==> src/rtl/exec_sched_pkg.sv <==
// exec_sched_pkg: shared types and constants for the execute-stage scheduler.
package exec_sched_pkg;

    localparam int OP_W_MDU    = 3;
    localparam int OP_W_FPU    = 5;
    localparam int TIMEOUT_DEF = 64;

    typedef enum logic [1:0] {
        ST_IDLE     = 2'd0,
        ST_MDU_BUSY = 2'd1,
        ST_FPU_BUSY = 2'd2,
        ST_WB       = 2'd3
    } state_t;

    // Instruction fields held while a multi-cycle unit is working.
    typedef struct packed {
        logic                reg_write;
        logic [4:0]          rd;
        logic [OP_W_FPU-1:0] op;
    } inst_t;

endpackage

==> src/rtl/exec_watchdog.sv <==
// exec_watchdog: 8-bit busy-cycle counter shared by the MDU and FPU busy states.
// The count is 0 in the first busy cycle. expired is raised in the cycle whose
// increment brings the count to limit-1, so a registered abort driven from it
// lands exactly `limit` cycles after the instruction was accepted.
module exec_watchdog (
    input  logic       clk,
    input  logic       rst,
    input  logic       clear,
    input  logic       enable,
    input  logic [7:0] limit,
    output logic       expired
);

    logic [7:0] count;

    // Counter: clear wins over increment.
    always_ff @(posedge clk) begin
        if (rst || clear)
            count <= 8'd0;
        else if (enable)
            count <= count + 8'd1;
    end

    assign expired = enable && (count == (limit - 8'd2));

endmodule

==> src/rtl/exec_scheduler.sv <==
// exec_scheduler: sequences the execute stage between the ALU, MDU and FPU and
// owns the shared writeback port.
// Build option: define EXEC_SCHED_FPU_EN to include the FPU path; without it the
// FPU handshake outputs are tied low and fpu_en instructions are reported illegal.
module exec_scheduler
    import exec_sched_pkg::*;
#(
    parameter int TIMEOUT = TIMEOUT_DEF
) (
    input  logic                clk,
    input  logic                rst,
    input  logic                issue_valid,
    output logic                issue_ready,
    input  logic                issue_mul_en,
    input  logic                issue_fpu_en,
    input  logic                issue_reg_write,
    input  logic [4:0]          issue_rd,
    input  logic [OP_W_FPU-1:0] issue_op,
    input  logic [31:0]         alu_result,
    input  logic                flush,
    output logic                mdu_start,
    output logic [OP_W_MDU-1:0] mdu_op,
    output logic                mdu_abort,
    input  logic                mdu_done,
    input  logic [31:0]         mdu_result,
    output logic                fpu_start,
    output logic [OP_W_FPU-1:0] fpu_op,
    output logic                fpu_abort,
    input  logic                fpu_done,
    input  logic [31:0]         fpu_result,
    output logic                stall,
    output logic                wb_valid,
    output logic [4:0]          wb_rd,
    output logic [31:0]         wb_data,
    output logic                wb_fp,
    output logic                illegal,
    output logic                timeout
);

    state_t state_q, state_d;
    inst_t  inst_q;
    logic   accept, busy, wd_expired;

    // Next values of the registered outputs.
    logic        mdu_start_d, mdu_abort_d, illegal_d, timeout_d;
    logic        wb_valid_d, wb_fp_d;
    logic [4:0]  wb_rd_d;
    logic [31:0] wb_data_d;
    logic        mdu_start_q, mdu_abort_q, illegal_q, timeout_q;
    logic        wb_valid_q, wb_fp_q;
    logic [4:0]  wb_rd_q;
    logic [31:0] wb_data_q;
`ifdef EXEC_SCHED_FPU_EN
    logic        fpu_start_d, fpu_abort_d, fpu_start_q, fpu_abort_q;
`endif

    assign accept = issue_valid && (state_q == ST_IDLE);
    assign busy   = (state_q == ST_MDU_BUSY) || (state_q == ST_FPU_BUSY);

    exec_watchdog u_watchdog (
        .clk     (clk),
        .rst     (rst),
        .clear   (!busy),
        .enable  (busy),
        .limit   (8'(TIMEOUT)),
        .expired (wd_expired)
    );

    // FSM state register.
    always_ff @(posedge clk) begin
        if (rst) state_q <= ST_IDLE;
        else     state_q <= state_d;
    end

    // FSM next state; flush beats done beats watchdog in the busy states.
    always_comb begin
        state_d = state_q;
        case (state_q)
            ST_IDLE: begin
                if (accept) begin
                    if (issue_mul_en && !issue_fpu_en)
                        state_d = ST_MDU_BUSY;
`ifdef EXEC_SCHED_FPU_EN
                    else if (issue_fpu_en && !issue_mul_en)
                        state_d = ST_FPU_BUSY;
`endif
                end
            end
            ST_MDU_BUSY: begin
                if (flush)           state_d = ST_IDLE;
                else if (mdu_done)   state_d = ST_WB;
                else if (wd_expired) state_d = ST_IDLE;
            end
            ST_FPU_BUSY: begin
`ifdef EXEC_SCHED_FPU_EN
                if (flush)           state_d = ST_IDLE;
                else if (fpu_done)   state_d = ST_WB;
                else if (wd_expired) state_d = ST_IDLE;
`else
                state_d = ST_IDLE;
`endif
            end
            ST_WB:   state_d = ST_IDLE;
            default: state_d = ST_IDLE;
        endcase
    end

    // FSM outputs: compute the next value of every registered output.
    always_comb begin
        mdu_start_d = 1'b0;
        mdu_abort_d = 1'b0;
        illegal_d   = 1'b0;
        timeout_d   = 1'b0;
        wb_valid_d  = 1'b0;
        wb_rd_d     = wb_rd_q;
        wb_data_d   = wb_data_q;
        wb_fp_d     = wb_fp_q;
`ifdef EXEC_SCHED_FPU_EN
        fpu_start_d = 1'b0;
        fpu_abort_d = 1'b0;
`endif
        case (state_q)
            ST_IDLE: begin
                if (accept) begin
                    if (!issue_mul_en && !issue_fpu_en) begin
                        // ALU result retires next cycle; a same-cycle flush kills it.
                        if (issue_reg_write && !flush) begin
                            wb_valid_d = 1'b1;
                            wb_rd_d    = issue_rd;
                            wb_data_d  = alu_result;
                            wb_fp_d    = 1'b0;
                        end
                    end else if (issue_mul_en && !issue_fpu_en) begin
                        mdu_start_d = 1'b1;
                    end
`ifdef EXEC_SCHED_FPU_EN
                    else if (issue_fpu_en && !issue_mul_en) begin
                        fpu_start_d = 1'b1;
                    end
`endif
                    else begin
                        illegal_d = 1'b1;
                    end
                end
            end
            ST_MDU_BUSY: begin
                if (flush) begin
                    mdu_abort_d = 1'b1;
                end else if (mdu_done) begin
                    wb_valid_d = inst_q.reg_write;
                    wb_rd_d    = inst_q.rd;
                    wb_data_d  = mdu_result;
                    wb_fp_d    = 1'b0;
                end else if (wd_expired) begin
                    mdu_abort_d = 1'b1;
                    timeout_d   = 1'b1;
                end
            end
`ifdef EXEC_SCHED_FPU_EN
            ST_FPU_BUSY: begin
                if (flush) begin
                    fpu_abort_d = 1'b1;
                end else if (fpu_done) begin
                    wb_valid_d = inst_q.reg_write;
                    wb_rd_d    = inst_q.rd;
                    wb_data_d  = fpu_result;
                    wb_fp_d    = 1'b1;
                end else if (wd_expired) begin
                    fpu_abort_d = 1'b1;
                    timeout_d   = 1'b1;
                end
            end
`endif
            default: ;
        endcase
    end

    // Output and latched-instruction registers.
    always_ff @(posedge clk) begin
        if (rst) begin
            inst_q      <= '0;
            mdu_start_q <= 1'b0;
            mdu_abort_q <= 1'b0;
            illegal_q   <= 1'b0;
            timeout_q   <= 1'b0;
            wb_valid_q  <= 1'b0;
            wb_rd_q     <= 5'd0;
            wb_data_q   <= 32'd0;
            wb_fp_q     <= 1'b0;
        end else begin
            if (accept)
                inst_q <= '{reg_write: issue_reg_write, rd: issue_rd, op: issue_op};
            mdu_start_q <= mdu_start_d;
            mdu_abort_q <= mdu_abort_d;
            illegal_q   <= illegal_d;
            timeout_q   <= timeout_d;
            wb_valid_q  <= wb_valid_d;
            wb_rd_q     <= wb_rd_d;
            wb_data_q   <= wb_data_d;
            wb_fp_q     <= wb_fp_d;
        end
    end

`ifdef EXEC_SCHED_FPU_EN
    // FPU handshake pulses.
    always_ff @(posedge clk) begin
        if (rst) begin
            fpu_start_q <= 1'b0;
            fpu_abort_q <= 1'b0;
        end else begin
            fpu_start_q <= fpu_start_d;
            fpu_abort_q <= fpu_abort_d;
        end
    end
    assign fpu_start = fpu_start_q;
    assign fpu_abort = fpu_abort_q;
`else
    assign fpu_start = 1'b0;
    assign fpu_abort = 1'b0;
`endif

    assign issue_ready = (state_q == ST_IDLE);
    assign stall       = !issue_ready;
    assign mdu_start   = mdu_start_q;
    assign mdu_abort   = mdu_abort_q;
    assign mdu_op      = inst_q.op[OP_W_MDU-1:0];
    assign fpu_op      = inst_q.op;
    assign illegal     = illegal_q;
    assign timeout     = timeout_q;
    assign wb_valid    = wb_valid_q;
    assign wb_rd       = wb_rd_q;
    assign wb_data     = wb_data_q;
    assign wb_fp       = wb_fp_q;

endmodule

==> config.mk <==
export PLATFORM = sky130hd
export DESIGN_NAME = exec_scheduler
export DESIGN_NICKNAME = d
export VERILOG_FILES = /design/src/rtl/exec_sched_pkg.sv /design/src/rtl/exec_watchdog.sv /design/src/rtl/exec_scheduler.sv
export SDC_FILE = /design/constraint.sdc
export NUM_CORES = 1
export LEC_CHECK = 0
export ABC_AREA = 0
export BUFFER_PORTS_ARGS = -buffer_cell sky130_fd_sc_hd__buf_2
export CORE_MARGIN = 1.5
export CORE_UTILIZATION = 40
export DETAILED_ROUTE_END_ITERATION = 8
export GPL_TIMING_DRIVEN = 0
export HOLD_SLACK_MARGIN = 0.12
export PLACE_DENSITY = 0.72
export SLEW_MARGIN = 20
export SYNTH_ARGS = -nofsm -noshare
export SYNTH_HDL_FRONTEND = slang
export SYNTH_SLANG_ARGS = --single-unit
==> constraint.sdc <==
create_clock -name clk -period 1.85 [get_ports clk]
set_input_delay 0.0925 -clock clk [delete_from_list [all_inputs] [get_ports clk]]
set_output_delay 0.0925 -clock clk [all_outputs]
set_load 0.01 [all_outputs]
==> results.txt <==
The flow ran to the end, and the final reports show no timing, DRC or antenna violations. The horizontal die dimension is around 92 um. The number of buffers inserted during clock tree synthesis came out at 9. The floorplan die area came out at roughly 8500 um^2. The layout net count came out at around 700. The boundary pin count is 170. The portion of synthesized cell area occupied by the leading cell type is 39.4%. The number of port buffers came out at approximately 130.

The average via count per standard cell came out at 5.59. The global route total overflow came out at 0. The number of warnings issued by yosys came out at 0.

The share of synthesized registers carrying an async set or reset came out at 0%. The first detailed-routing pass ran for 4 iterations. The per-instance average area after synthesis came out at a little over 9 um^2. The count of final hold-check violations came out at 0. STA classifies the critical path startpoint as a flip-flop. The unique cell type count in the Yosys netlist is 36. The floorplan row count came out at 32. The worst setup skew after layout came out at 0.0144 ns. The analysis attributes to cell leakage a power of ~0.0022 uW. The commonest register cell after synthesis is sky130_fd_sc_hd__dfxtp_1. The post-detailed-routing wire length is roughly 11 mm. Yosys attributes the largest share of cell area to sky130_fd_sc_hd__dfxtp_1, sky130_fd_sc_hd__o221a_2, sky130_fd_sc_hd__o221ai_1.

Across every metal layer, demand over resource in global routing totals 26.0%. The initial antenna violation count came out at 0. The biggest fanout along the worst timing path is 10.

TritonCTS built the clock tree. The pin count of the biggest net entering global routing came out at 13. Setup slack closes at approximately 0.079 ns.

The tightest min-delay check is of the primary input to flip-flop type. The height of the die is slightly above 90 um. Dividing the final minimum period by the clock period gives 95.7%. The count of final setup violators came out at 0.

The layout overhead on the synthesized area is 57.3%. After clock tree synthesis, the clock-pin slew on the worst setup and hold paths is 0.08 ns. The power density of the placed cells is approximately 940 nW/um^2. The number of levels the H-tree was split into is 3. The final route contains about 3.8k vias. The proportion of layout cells with a drive suffix above 1 came out at 39.7%.

The largest buffer count on any clock path came out at 2. The slew of the pin with the lowest slew margin came out at 0.505 ns. The post-placement cell area came out at 4000 um^2. The via count of the first global-routing pass came out at between 3k and 4k. Setup repair after global routing could not meet its margin everywhere. The tightest hold margin came out at 0.117 ns.

After detailed routing, the number of remaining DRC violations is 0. The max capacitance violation total is 0. CTS placed an instance of sky130_fd_sc_hd__clkbuf_8 at the clock tree root. The post-detailed-route count of antenna-violating nets came out at 0. The flop and latch count out of synthesis came out at 63. The critical path data arrival time is 2.02 ns.

The max-slew violation count is 0. The clock insertion delay at the later pin of the skew report is 0.35 ns. The final design instance area without fill is 5030 um^2. The timing-limited maximum frequency is between 500 and 600 MHz. The relative slew slack came out at between 60% and 70%. The final RePlAce weighted congestion is 0.799. Subtracting the final worst setup slack from the clock period gives ~1.8 ns. The endpoint class of the critical path is a flip-flop. Before CTS, the worst setup slack after placement is -0.178 ns. The number of diodes added for antenna fixing is 0.

The critical path class is flip-flop to flip-flop. The highest ir drop seen on vdd came out at between 0.4 and 0.5 mV. Sequential elements use 39.4% of the synthesized area. The wire-length estimate of the detail-placed layout is about 7 mm. The starting utilization of the core area is between 40% and 50%. The worst path required time came out at around 2.1 ns. The largest area contributor in the synthesized netlist is sky130_fd_sc_hd__dfxtp_1. The number of enable flip-flop cells after synthesis came out at 0. The violation count after the first detailed-route iteration is 260.

The completed layout was analyzed and its total power is 4710 uW. The post-synthesis instance area came out at about 3200 um^2. The number of cells produced by synthesis is about 350. The first global-routing pass estimated approximately 18 mm of wire.

The core region is approximately 7700 um^2. The routed length per instance is roughly 16 um. CTS saw 63 sinks.
-- cell families after synthesis --
family	Yosys count	synth area share [%]
xor gates and xnor gates	6	1.64
buffers and inverters	54	9.19
AOI/OAI and AO/OA	170	39.1
other	1	0.117
DFF	63	39.4
adders and majority gates	4	1.56
and+or+nand+nor	55	8.96
-- cell usage in the layout (no fill, tap or decap), types with 6 or more instances in the layout --
cell                            count
sky130_fd_sc_hd__o221ai_1          37
sky130_fd_sc_hd__dfxtp_1           63
sky130_fd_sc_hd__nand2_1           26
sky130_fd_sc_hd__a21oi_1           13
sky130_fd_sc_hd__buf_4             17
sky130_fd_sc_hd__o21ai_1           36
sky130_fd_sc_hd__o221a_2           37
sky130_fd_sc_hd__nor2_1            11
sky130_fd_sc_hd__clkbuf_1          12
sky130_fd_sc_hd__clkbuf_2           6
sky130_fd_sc_hd__inv_1              6
sky130_fd_sc_hd__buf_2            139
sky130_fd_sc_hd__clkbuf_8          10
sky130_fd_sc_hd__dlygate4sd3_1     74
sky130_fd_sc_hd__o21ai_0           39
-- critical path: stages (launching register included) --
cell and delay [ns]:
sky130_fd_sc_hd__dfxtp_1 0.31, sky130_fd_sc_hd__inv_1 0.10, sky130_fd_sc_hd__ha_2 0.26, sky130_fd_sc_hd__nand3b_4 0.13, sky130_fd_sc_hd__buf_4 0.20, sky130_fd_sc_hd__buf_2 0.21, sky130_fd_sc_hd__o221a_2 0.29, sky130_fd_sc_hd__o21ai_1 0.10
sky130_fd_sc_hd__o21ai_1 0.07
-- through the flow --
step                      instances  TNS (ns)  utilization (%)
final                           681         0             65.1
after global routing            681    -0.167             65.1
after CTS                       681         0             64.6
after detailed placement        589     -4.56             51.7
after global placement          589     -5.09             51.7
after floorplan                 355         0                -
-- cell usage after synthesis, types with 2 or more instances --
master,count
sky130_fd_sc_hd__dfxtp_1,63
sky130_fd_sc_hd__o21ai_0,40
sky130_fd_sc_hd__o221a_2,37
sky130_fd_sc_hd__o221ai_1,37
sky130_fd_sc_hd__o21ai_1,35
sky130_fd_sc_hd__nand2_1,26
sky130_fd_sc_hd__clkbuf_1,17
sky130_fd_sc_hd__buf_4,14
sky130_fd_sc_hd__a21oi_1,13
sky130_fd_sc_hd__nor2_1,11
sky130_fd_sc_hd__buf_2,10
sky130_fd_sc_hd__inv_1,6
sky130_fd_sc_hd__nand3_1,5
sky130_fd_sc_hd__xor2_1,5
sky130_fd_sc_hd__ha_1,4
sky130_fd_sc_hd__a31oi_1,3
sky130_fd_sc_hd__buf_6,3
sky130_fd_sc_hd__clkbuf_2,3
sky130_fd_sc_hd__and3_1,2
sky130_fd_sc_hd__nand2b_1,2
sky130_fd_sc_hd__nand3b_1,2
-- sequential cells by signal, indices dropped and copies added, names as in the netlist --
signal / flops
fpu_op: 5
timeout: 1
wb_valid: 1
inst_q: 6
u_watchdog.count: 8
mdu_start: 1
state_q: 2
mdu_abort: 1
illegal: 1
wb_rd: 5
wb_data: 32
-- path summary, 6_finish.rpt --
check | startpoint | to | slack, ns | depth (start not counted)
max | state_q[1] | wb_rd[2] | 0.08 | 8
min | mdu_result[4] | wb_data[4] | 0.12 | 3
max reg2reg | state_q[1] | wb_rd[2] | 0.08 | 8
min reg2reg | inst_q[10] | inst_q[10] | 0.46 | 2
-- final cells by class --
cell class	count	area (um^2)
clock inverter	6	92.6
tap	102	128
sequential	63	1260
multi-input combinational	238	1680
clock buffer	10	138
inverter	7	26.3
fill	640	2700
buffer	47	294
timing repair buffer	208	1420
-- report_power, final --
| part | internal (uW) | switching, uW | total [uW] |
|---|---|---|---|
| logic | 751 | 870 | 1620 |
| registers | 1580 | 109 | 1690 |
| clock network | 802 | 601 | 1400 |
-- layer usage --
layer	vias to the layer above	routed length (um)	global-route usage (%)
met5	-	0	0
li1	1806	-	-
met3	23	853	5.17
met4	0	217	10.6
met1	1775	4570	31.1
met2	204	5500	45.3
-- timing repair --
action / in CTS / in global routing
hold buffers: 74 / 0
pin swaps: 1 / 1
endpoints found under the setup margin: 30 / 37
setup buffers: 2 / 0
resized for setup: 5 / 20
endpoints found under the hold margin: 51 / 0
cloned: 0 / 0
Note: power is estimated with default switching activity, not from simulation.
